==> src/rtl/clk_div_pkg.sv <==
// clk_div_pkg: shared defaults and helpers for the clock-divider bank
//   DEF_W    default half-period counter width
//   DEF_HALF reset half-period N (25 MHz / (2*(N+1)) ~ 446 kHz)
//   ch_w()   width of a channel index, never below 1
package clk_div_pkg;
    localparam int DEF_W = 8;
    localparam int DEF_HALF = 27;
    function automatic int ch_w(input int ch);
        return ch > 1 ? $clog2(ch) : 1;
    endfunction
endpackage

==> src/rtl/clk_div_bank_if.sv <==
// clk_div_bank_if: control and output bundle of the clock-divider bank
//   en        per-channel run enable
//   sync      one-cycle pulse restarting all channels in phase
//   wr_valid  divisor write strobe (always accepted)
//   wr_ch     target channel of the write
//   wr_half   new half-period value N
//   clk_out   divided clocks
//   rise_tick strobe in the cycle clk_out goes high
//   fall_tick strobe in the cycle clk_out goes low
//   pending   shadow divisor written but not yet applied
interface clk_div_bank_if
    import clk_div_pkg::*;
#(
    parameter int CH = 2,
    parameter int W = DEF_W
);
    logic [CH-1:0]       en;
    logic                sync;
    logic                wr_valid;
    logic [ch_w(CH)-1:0] wr_ch;
    logic [W-1:0]        wr_half;
    logic [CH-1:0]       clk_out;
    logic [CH-1:0]       rise_tick;
    logic [CH-1:0]       fall_tick;
    logic [CH-1:0]       pending;
    modport master (
        output en, sync, wr_valid, wr_ch, wr_half,
        input  clk_out, rise_tick, fall_tick, pending
    );
    modport slave (
        input  en, sync, wr_valid, wr_ch, wr_half,
        output clk_out, rise_tick, fall_tick, pending
    );
endinterface

==> src/rtl/clk_div_ch.sv <==
// clk_div_ch: one divider channel with shadowed divisor applied at period end
//   clk, rst  system clock, asynchronous active-low reset
//   en        run enable; when low the phase freezes and a pending divisor applies
//   sync      restart: cnt and clk_out to 0, pending divisor applied, no ticks
//   wr_hit    write addressed to this channel
//   wr_half   new half-period N
//   clk_out   divided clock, ratio 2*(N+1)
//   rise_tick / fall_tick registered edge strobes
//   pending   shadow holds a divisor not yet in use
module clk_div_ch
    import clk_div_pkg::*;
#(
    parameter int W = DEF_W,
    parameter int HALF_DEFAULT = DEF_HALF
) (
    input  logic         clk,
    input  logic         rst,
    input  logic         en,
    input  logic         sync,
    input  logic         wr_hit,
    input  logic [W-1:0] wr_half,
    output logic         clk_out,
    output logic         rise_tick,
    output logic         fall_tick,
    output logic         pending
);
    logic [W-1:0] cnt, half, shadow, next_half;
    logic tc, fall_pt;
    // >= rather than == so a divisor shrunk while disabled cannot let cnt run past half
    assign tc = cnt >= half;
    assign fall_pt = tc && clk_out;
    // a write landing on an apply point is forwarded straight into the active divisor
    always_comb next_half = wr_hit ? wr_half : pending ? shadow : half;
    always_ff @(posedge clk or negedge rst)
        if (!rst) begin
            cnt       <= '0;
            half      <= W'(HALF_DEFAULT);
            shadow    <= W'(HALF_DEFAULT);
            pending   <= 1'b0;
            clk_out   <= 1'b0;
            rise_tick <= 1'b0;
            fall_tick <= 1'b0;
        end else begin
            shadow <= wr_hit ? wr_half : shadow;
            if (sync) begin
                cnt       <= '0;
                clk_out   <= 1'b0;
                rise_tick <= 1'b0;
                fall_tick <= 1'b0;
                half      <= next_half;
                pending   <= 1'b0;
            end else if (!en) begin
                rise_tick <= 1'b0;
                fall_tick <= 1'b0;
                half      <= pending ? shadow : half;
                pending   <= wr_hit;
            end else begin
                cnt       <= tc ? '0 : cnt + W'(1);
                clk_out   <= clk_out ^ tc;
                rise_tick <= tc && !clk_out;
                fall_tick <= fall_pt;
                half      <= fall_pt ? next_half : half;
                pending   <= fall_pt ? 1'b0 : pending || wr_hit;
            end
        end
endmodule

==> src/rtl/clk_div_bank.sv <==
// clk_div_bank: CH independent programmable clock dividers with global sync
//   clk, rst  system clock, asynchronous active-low reset
//   bus       clk_div_bank_if slave: enables, sync, divisor writes, divided clocks and strobes
module clk_div_bank
    import clk_div_pkg::*;
#(
    parameter int CH = 2,
    parameter int W = DEF_W,
    parameter int HALF_DEFAULT = DEF_HALF
) (
    input logic           clk,
    input logic           rst,
    clk_div_bank_if.slave bus
);
    localparam int CW = ch_w(CH);
    genvar i;
    generate
        for (i = 0; i < CH; i++) begin : g_ch
            logic hit;
            // indices >= CH never match, so out-of-range writes are dropped
            assign hit = bus.wr_valid && bus.wr_ch == CW'(i);
            clk_div_ch #(.W(W), .HALF_DEFAULT(HALF_DEFAULT)) u_ch (
                .clk       (clk),
                .rst       (rst),
                .en        (bus.en[i]),
                .sync      (bus.sync),
                .wr_hit    (hit),
                .wr_half   (bus.wr_half),
                .clk_out   (bus.clk_out[i]),
                .rise_tick (bus.rise_tick[i]),
                .fall_tick (bus.fall_tick[i]),
                .pending   (bus.pending[i])
            );
        end
    endgenerate
endmodule

==> src/flat_wrapper.sv <==
// flat-port wrapper written by rule: the top's interface ports become plain ports
module clk_div_bank_flat import clk_div_pkg::*;
#(
    parameter int CH = 2,
    parameter int W = DEF_W,
    parameter int HALF_DEFAULT = DEF_HALF
)
  (clk, rst, bus_en, bus_sync, bus_wr_valid, bus_wr_ch, bus_wr_half, bus_clk_out, bus_rise_tick, bus_fall_tick, bus_pending);
  clk_div_bank_if #(.CH(CH), .W(W)) bus_i ();
  input logic clk;
  input logic rst;
  input wire logic [$bits(bus_i.en)-1:0] bus_en;
  input wire logic [$bits(bus_i.sync)-1:0] bus_sync;
  input wire logic [$bits(bus_i.wr_valid)-1:0] bus_wr_valid;
  input wire logic [$bits(bus_i.wr_ch)-1:0] bus_wr_ch;
  input wire logic [$bits(bus_i.wr_half)-1:0] bus_wr_half;
  output wire logic [$bits(bus_i.clk_out)-1:0] bus_clk_out;
  output wire logic [$bits(bus_i.rise_tick)-1:0] bus_rise_tick;
  output wire logic [$bits(bus_i.fall_tick)-1:0] bus_fall_tick;
  output wire logic [$bits(bus_i.pending)-1:0] bus_pending;
  assign bus_i.en = bus_en;
  assign bus_i.sync = bus_sync;
  assign bus_i.wr_valid = bus_wr_valid;
  assign bus_i.wr_ch = bus_wr_ch;
  assign bus_i.wr_half = bus_wr_half;
  assign bus_clk_out = bus_i.clk_out;
  assign bus_rise_tick = bus_i.rise_tick;
  assign bus_fall_tick = bus_i.fall_tick;
  assign bus_pending = bus_i.pending;
  clk_div_bank #(.CH(CH), .W(W), .HALF_DEFAULT(HALF_DEFAULT)) u_core (.clk(clk), .rst(rst), .bus(bus_i));
endmodule
==> config.mk <==
export PLATFORM = sky130hd
export DESIGN_NAME = clk_div_bank_flat
export DESIGN_NICKNAME = d
export VERILOG_FILES = /design/src/rtl/clk_div_pkg.sv /design/src/rtl/clk_div_bank_if.sv /design/src/rtl/clk_div_ch.sv /design/src/rtl/clk_div_bank.sv /design/src/flat_wrapper.sv
export SDC_FILE = /design/constraint.sdc
export NUM_CORES = 1
export LEC_CHECK = 0
export CORE_MARGIN = 5
export CORE_UTILIZATION = 45
export DETAILED_ROUTE_END_ITERATION = 12
export PLACE_DENSITY_LB_ADDON = 0.05
export SKIP_CTS_REPAIR_TIMING = 1
export SLEW_MARGIN = 5
export SYNTH_ARGS = -nofsm -noshare
export SYNTH_HDL_FRONTEND = slang
export SYNTH_SLANG_ARGS = --single-unit
==> constraint.sdc <==
create_clock -name clk -period 2.9 [get_ports clk]
set_clock_uncertainty 0.05 [all_clocks]
set_input_delay 0.29 -clock clk [delete_from_list [all_inputs] [get_ports clk]]
set_output_delay 0.29 -clock clk [all_outputs]
set_load 0.01 [all_outputs]
After elaboration in Yosys (flattened, before gate mapping). Cells that the tools add are included.

Flip-flop bits (word level): 56. Input bits: 15. Output and inout port bits: 8. Logic and storage cells: 69.

Add/subtract/negate cells: 2. Magnitude comparators: 2. Equal/unequal tests: 2. Multiplexer cells: 34. Bitwise logic cells: 3. Reduce and logical (&&, ||, !) cells: 12.

Operator list (number): $mux 8 (16); $mux 1 (18); $add 8x1->8 const B (2); $ge 8x8->1 (2); $logic_and 1x1->1 (6); $ne 3x1->1 const B (2); $reduce_bool 2->1 (2); $logic_not 1->1 (2); $logic_or 1x1->1 (2); $xor 1x1->1 (2); $not 1->1 (1).

Depth between registers and ports, before layout.
Word-level depth: 6. Depth in mapped cells: 13. Mapped depth without buffers: 11.

Cells and area by module. Synthesis repeated with hierarchy kept, for this count alone.

Cell total of the unflattened synthesis: 310. Area, all modules: 3234.4 µm².

Modules (own cells, without submodules): clk_div_ch (times used 2, cells each 154, area each 1609.0 µm², seq. area each 710.7 µm²); clk_div_bank (times used 1, cells each 2, area each 16.3 µm², seq. area each 0.0 µm²).

Worst setup path after synthesis. OpenSTA, ideal clock, no wires.

Path type: register to register. From: register u_core.g_ch[0].u_ch.half[0]. To: register u_core.g_ch[0].u_ch.half[2]. Library setup time: 0.135 ns. Arrival time: 2.733 ns. Data required time: 2.715 ns. Slack: -0.018 ns. Cell stages (with the launch flop): 13. Buffers on the path: 2. Clock period less this slack: 2.918 ns. Cell sequence: dfstp_2 ha_1 nand2b_4 a2111o_1 a311oi_4 buf_6 nor2_1 ha_1 nand2b_1 buf_1 a21boi_1 nor2_1 a21oi_1.

Cells in the longest elaborated chain, start to end: 3.

Ends and longest elaborated chain: from (decl) (line clk_div_ch.sv:27) `logic [W-1:0] cnt, half, shadow, next_half;`; from (signal assigned) (line clk_div_ch.sv:37) `half <= W'(HALF_DEFAULT);`; from (signal assigned) (line clk_div_ch.sv:50) `half <= next_half;`; from (signal assigned) (line clk_div_ch.sv:55) `half <= pending ? shadow : half;`; $ge 8x8->1 (line clk_div_ch.sv:30) `assign tc = cnt >= half;`; $logic_and 1x1->1 (line clk_div_ch.sv:31) `assign fall_pt = tc && clk_out;`; $ne 3x1->1 (no source line).

Every way passes these cells. A chain may end at the register's enable or synchronous reset.

Final worst setup path.
From: register u_core.g_ch[0].u_ch.cnt[0]. To: register u_core.g_ch[0].u_ch.half[7].

Cells in the longest elaborated chain, start to end: 3.

Ends and longest elaborated chain: from (decl) (line clk_div_ch.sv:27); from (signal assigned) (line clk_div_ch.sv:58) `cnt <= tc ? '0 : cnt + W'(1);`; $ge 8x8->1 (line clk_div_ch.sv:30); $logic_and 1x1->1 (line clk_div_ch.sv:31); $ne 3x1->1 (no source line).

Every way passes these cells.

==> results.json <==
{
  "status": "finished, final reports clean",
  "internal_power_mw": 1.24,
  "clock-sinks": 56,
  "antenna_cells": 0,
  "p_clk_frac": 0.260,
  "grt_pass1_wl_um": 10500,
  "initial_core_util": 0.460,
  "fp.coreArea_sq_um": 6790,
  "yosys.area_share.adder": 0.0881,
  "drt-pass1-iter-count": 4,
  "async_flop_share": 1.00,
  "finalHoldViolCount": 0,
  "finalCriticalPeriod_ps": 2630,
  "placementRows": 30,
  "viasPerCell": 5.26,
  "drc": 0,
  "p_sw_uw": 468,
  "regArea_sq_um": 1420,
  "multiInputGateArea_sq_um": 1500,
  "grt_pass1_vias": 2103,
  "syn_avg_cell_area_sq_um": 10.0,
  "max_stage_delay_ps": 440,
  "synth_area_leaders": "dfrtp_1, dfstp_2, ha_1",
  "clkTransAtPathRegs_ps": 100,
  "synth_edf_count": 0,
  "ff2ff_setup_slack_ps": 270,
  "syn_nets": 349,
  "maxCapViolations": 0,
  "grt_overflow": 0,
  "cts_max_path_buffers": 2,
  "power.density_nw_per_um2": 486,
  "drt_wl_total_um": 6210,
  "grt_max_degree": 57,
  "layout.nets": 370,
  "cp_slowest_cell": "a2111o_1",
  "synth_top_family_by_area": "compound AO/OA/AOI/OAI gates",
  "r2r-end": "u_core.g_ch[0].u_ch.half[7]",
  "syn_to_final_growth_pct": 12.8,
  "yosys.area.top_type_share": 0.320,
  "n_fill_cell": 655,
  "path_delay_family": "compound AO/OA/AOI/OAI gates",
  "r2r_start": "u_core.g_ch[0].u_ch.cnt[0]",
  "setup_tns_ps": 0,
  "final_cells": 430,
  "timing.slew.headroom": 0.520,
  "cts_made_buffers": 5,
  "crit_buf_inv": 1,
  "synth.mux.area_fraction": 0.0608,
  "fin_util": 0.519,
  "critical_path.max_fanout": 8,
  "grt_usage": 0.152,
  "yosys.area.top_type": "dfrtp_1",
  "power_frac_seq": 0.554,
  "wl_per_cell_um": 14.5,
  "gp_congestion": 0.833,
  "io_pins": 23,
  "synth_xor_area_frac": 0,
  "synth_commonest_cells": "dfrtp_1, a21oi_1, nor2_1, inv_1, ha_1",
  "drive_gt1_frac": 0.183,
  "cts_root_buffer": "clkbuf_8",
  "cts_tree": "yes",
  "r2r_cells": 11,
  "max_freq_ghz": 0.381,
  "ys.flop_type": "dfrtp_1",
  "irDropWorstVdd_uv": 308,
  "path_cells": "inv_1, ha_1, nand2b_4, a2111o_1, a311oi_4, nor2_1, ha_1, nand2b_1, a21boi_1, nor2_1, a21oi_1",
  "yosysUniqueCellTypes": 47,
  "dp_cells": 422,
  "yosysSeqAreaShare": 0.455,
  "netlist_area_sq_um": 3130,
  "p_total_mw": 1.71,
  "rsz0062_at_grt": "no",
  "yosysWarnings": 0,
  "hpwlAfterDp_um": 4520,
  "die_y_um": 93.3,
  "grt_antenna_before_repair": 0,
  "cp_data_arrival_time_ps": 2770,
  "power.leakage_nw": 1.57,
  "drtAntennaViolNets": 0,
  "max_slew.worst_pin.slew_ps": 720,
  "hold-worst-slack_ps": 47.4,
  "final_cell_area_sq_um": 3530,
  "die_w_um": 93.3,
  "setup_ws_ps": 273,
  "clk_latency_ps": 300,
  "slew_viol_final": 0,
  "synthSimpleGateAreaFrac": 0.141,
  "fin_crit_sh": 0.906,
  "numPortBuffers": 22,
  "crit_type": "reg2reg",
  "cp_data_required_time_ps": 3040,
  "htreeDepth": 2,
  "cp-end-kind": "flop",
  "vias": 2261,
  "synth_seq_cells": 56,
  "die-area_sq_um": 8710,
  "place_area_sq_um": 3430,
  "switching_share": 0.273,
  "yosys.cell_count.top_type": "dfrtp_1",
  "worstHoldPathType": "in2async",
  "place_ws_ps": 269,
  "p_comb_frac": 0.186,
  "finalSetupViolations": 0,
  "synth_compound_area_frac": 0.188,
  "first_iter_violations": 73,
  "startpoint_type": "flop",
  "synthCells": 312
}
-- sequential cells by signal, indices dropped and copies added, names as in the netlist --
signal,flops
u_core.g_ch.u_ch.cnt,16
u_core.g_ch.u_ch.clk_out,2
u_core.g_ch.u_ch.half,16
u_core.g_ch.u_ch.pending,2
u_core.g_ch.u_ch.fall_tick,2
u_core.g_ch.u_ch.rise_tick,2
u_core.g_ch.u_ch.shadow,16
-- layout by cell type, fill, tap and decap left out, drive strengths merged, types with 8 or more instances in the layout --
| cell | count |
|---|---|
| nand2b | 16 |
| o22ai | 17 |
| nor2 | 27 |
| clkdlybuf4s50 | 21 |
| dfstp | 16 |
| o21ai | 11 |
| a31oi | 8 |
| a21oi | 27 |
| nand2 | 12 |
| buf | 13 |
| o211ai | 9 |
| mux2 | 16 |
| inv | 23 |
| ha | 22 |
| dfrtp | 40 |
-- cells by family (layout without fill, tap and decap cells) --
family                   Yosys count  in the layout
AND/OR/NAND/NOR                   85             85
AO/OA/AOI/OAI                     89             89
buffers and inverters             43             65
multiplexers                      17             17
flip-flops                        56             56
adder cells (fa/ha/maj)           22             22
-- power by group through the flow --
stage	Clock (mW)	Combinational (mW)	Sequential, mW
2_1_floorplan	0	0.233	0.950
3_3_place_gp	0	0.320	0.962
3_5_place_dp	0	0.325	0.965
4_1_cts	0.468	0.327	0.950
5_1_grt	0.495	0.366	0.962
6_report	0.444	0.319	0.949
-- how the worst max path moves through the flow --
stage / from / cells after the start / slack, ps / to
CTS: u_core.g_ch[0].u_ch.cnt[0] / 11 / 250 / u_core.g_ch[0].u_ch.half[7]
floorplan: u_core.g_ch[0].u_ch.half[0] / 12 / 60 / u_core.g_ch[0].u_ch.half[2]
finish: u_core.g_ch[0].u_ch.cnt[0] / 11 / 270 / u_core.g_ch[0].u_ch.half[7]
global route: u_core.g_ch[0].u_ch.cnt[0] / 11 / 90 / u_core.g_ch[0].u_ch.half[7]
detailed placement: u_core.g_ch[0].u_ch.cnt[0] / 11 / 270 / u_core.g_ch[0].u_ch.half[7]
global placement: u_core.g_ch[1].u_ch.cnt[0] / 11 / 290 / u_core.g_ch[1].u_ch.half[6]
-- cell type report --
type                    count  share of cell area
inverters                  23              0.0245
repair buffers             34              0.0866
multi-input cells         213               0.424
clock inverters             2             0.00426
flip-flops and latches     56               0.403
well taps                  96              0.0341
clock buffers               6              0.0234
-- metal layers --
layer	vias to the layer above	GRT usage	routed length (um)
met1	1060	0.234	3310
met4	0	0.0317	22
met5	-	0	0
met2	39	0.217	2610
met3	2	0.0330	271
li1	1160	-	-
No activity file was read; power rests on OpenSTA's default activity.
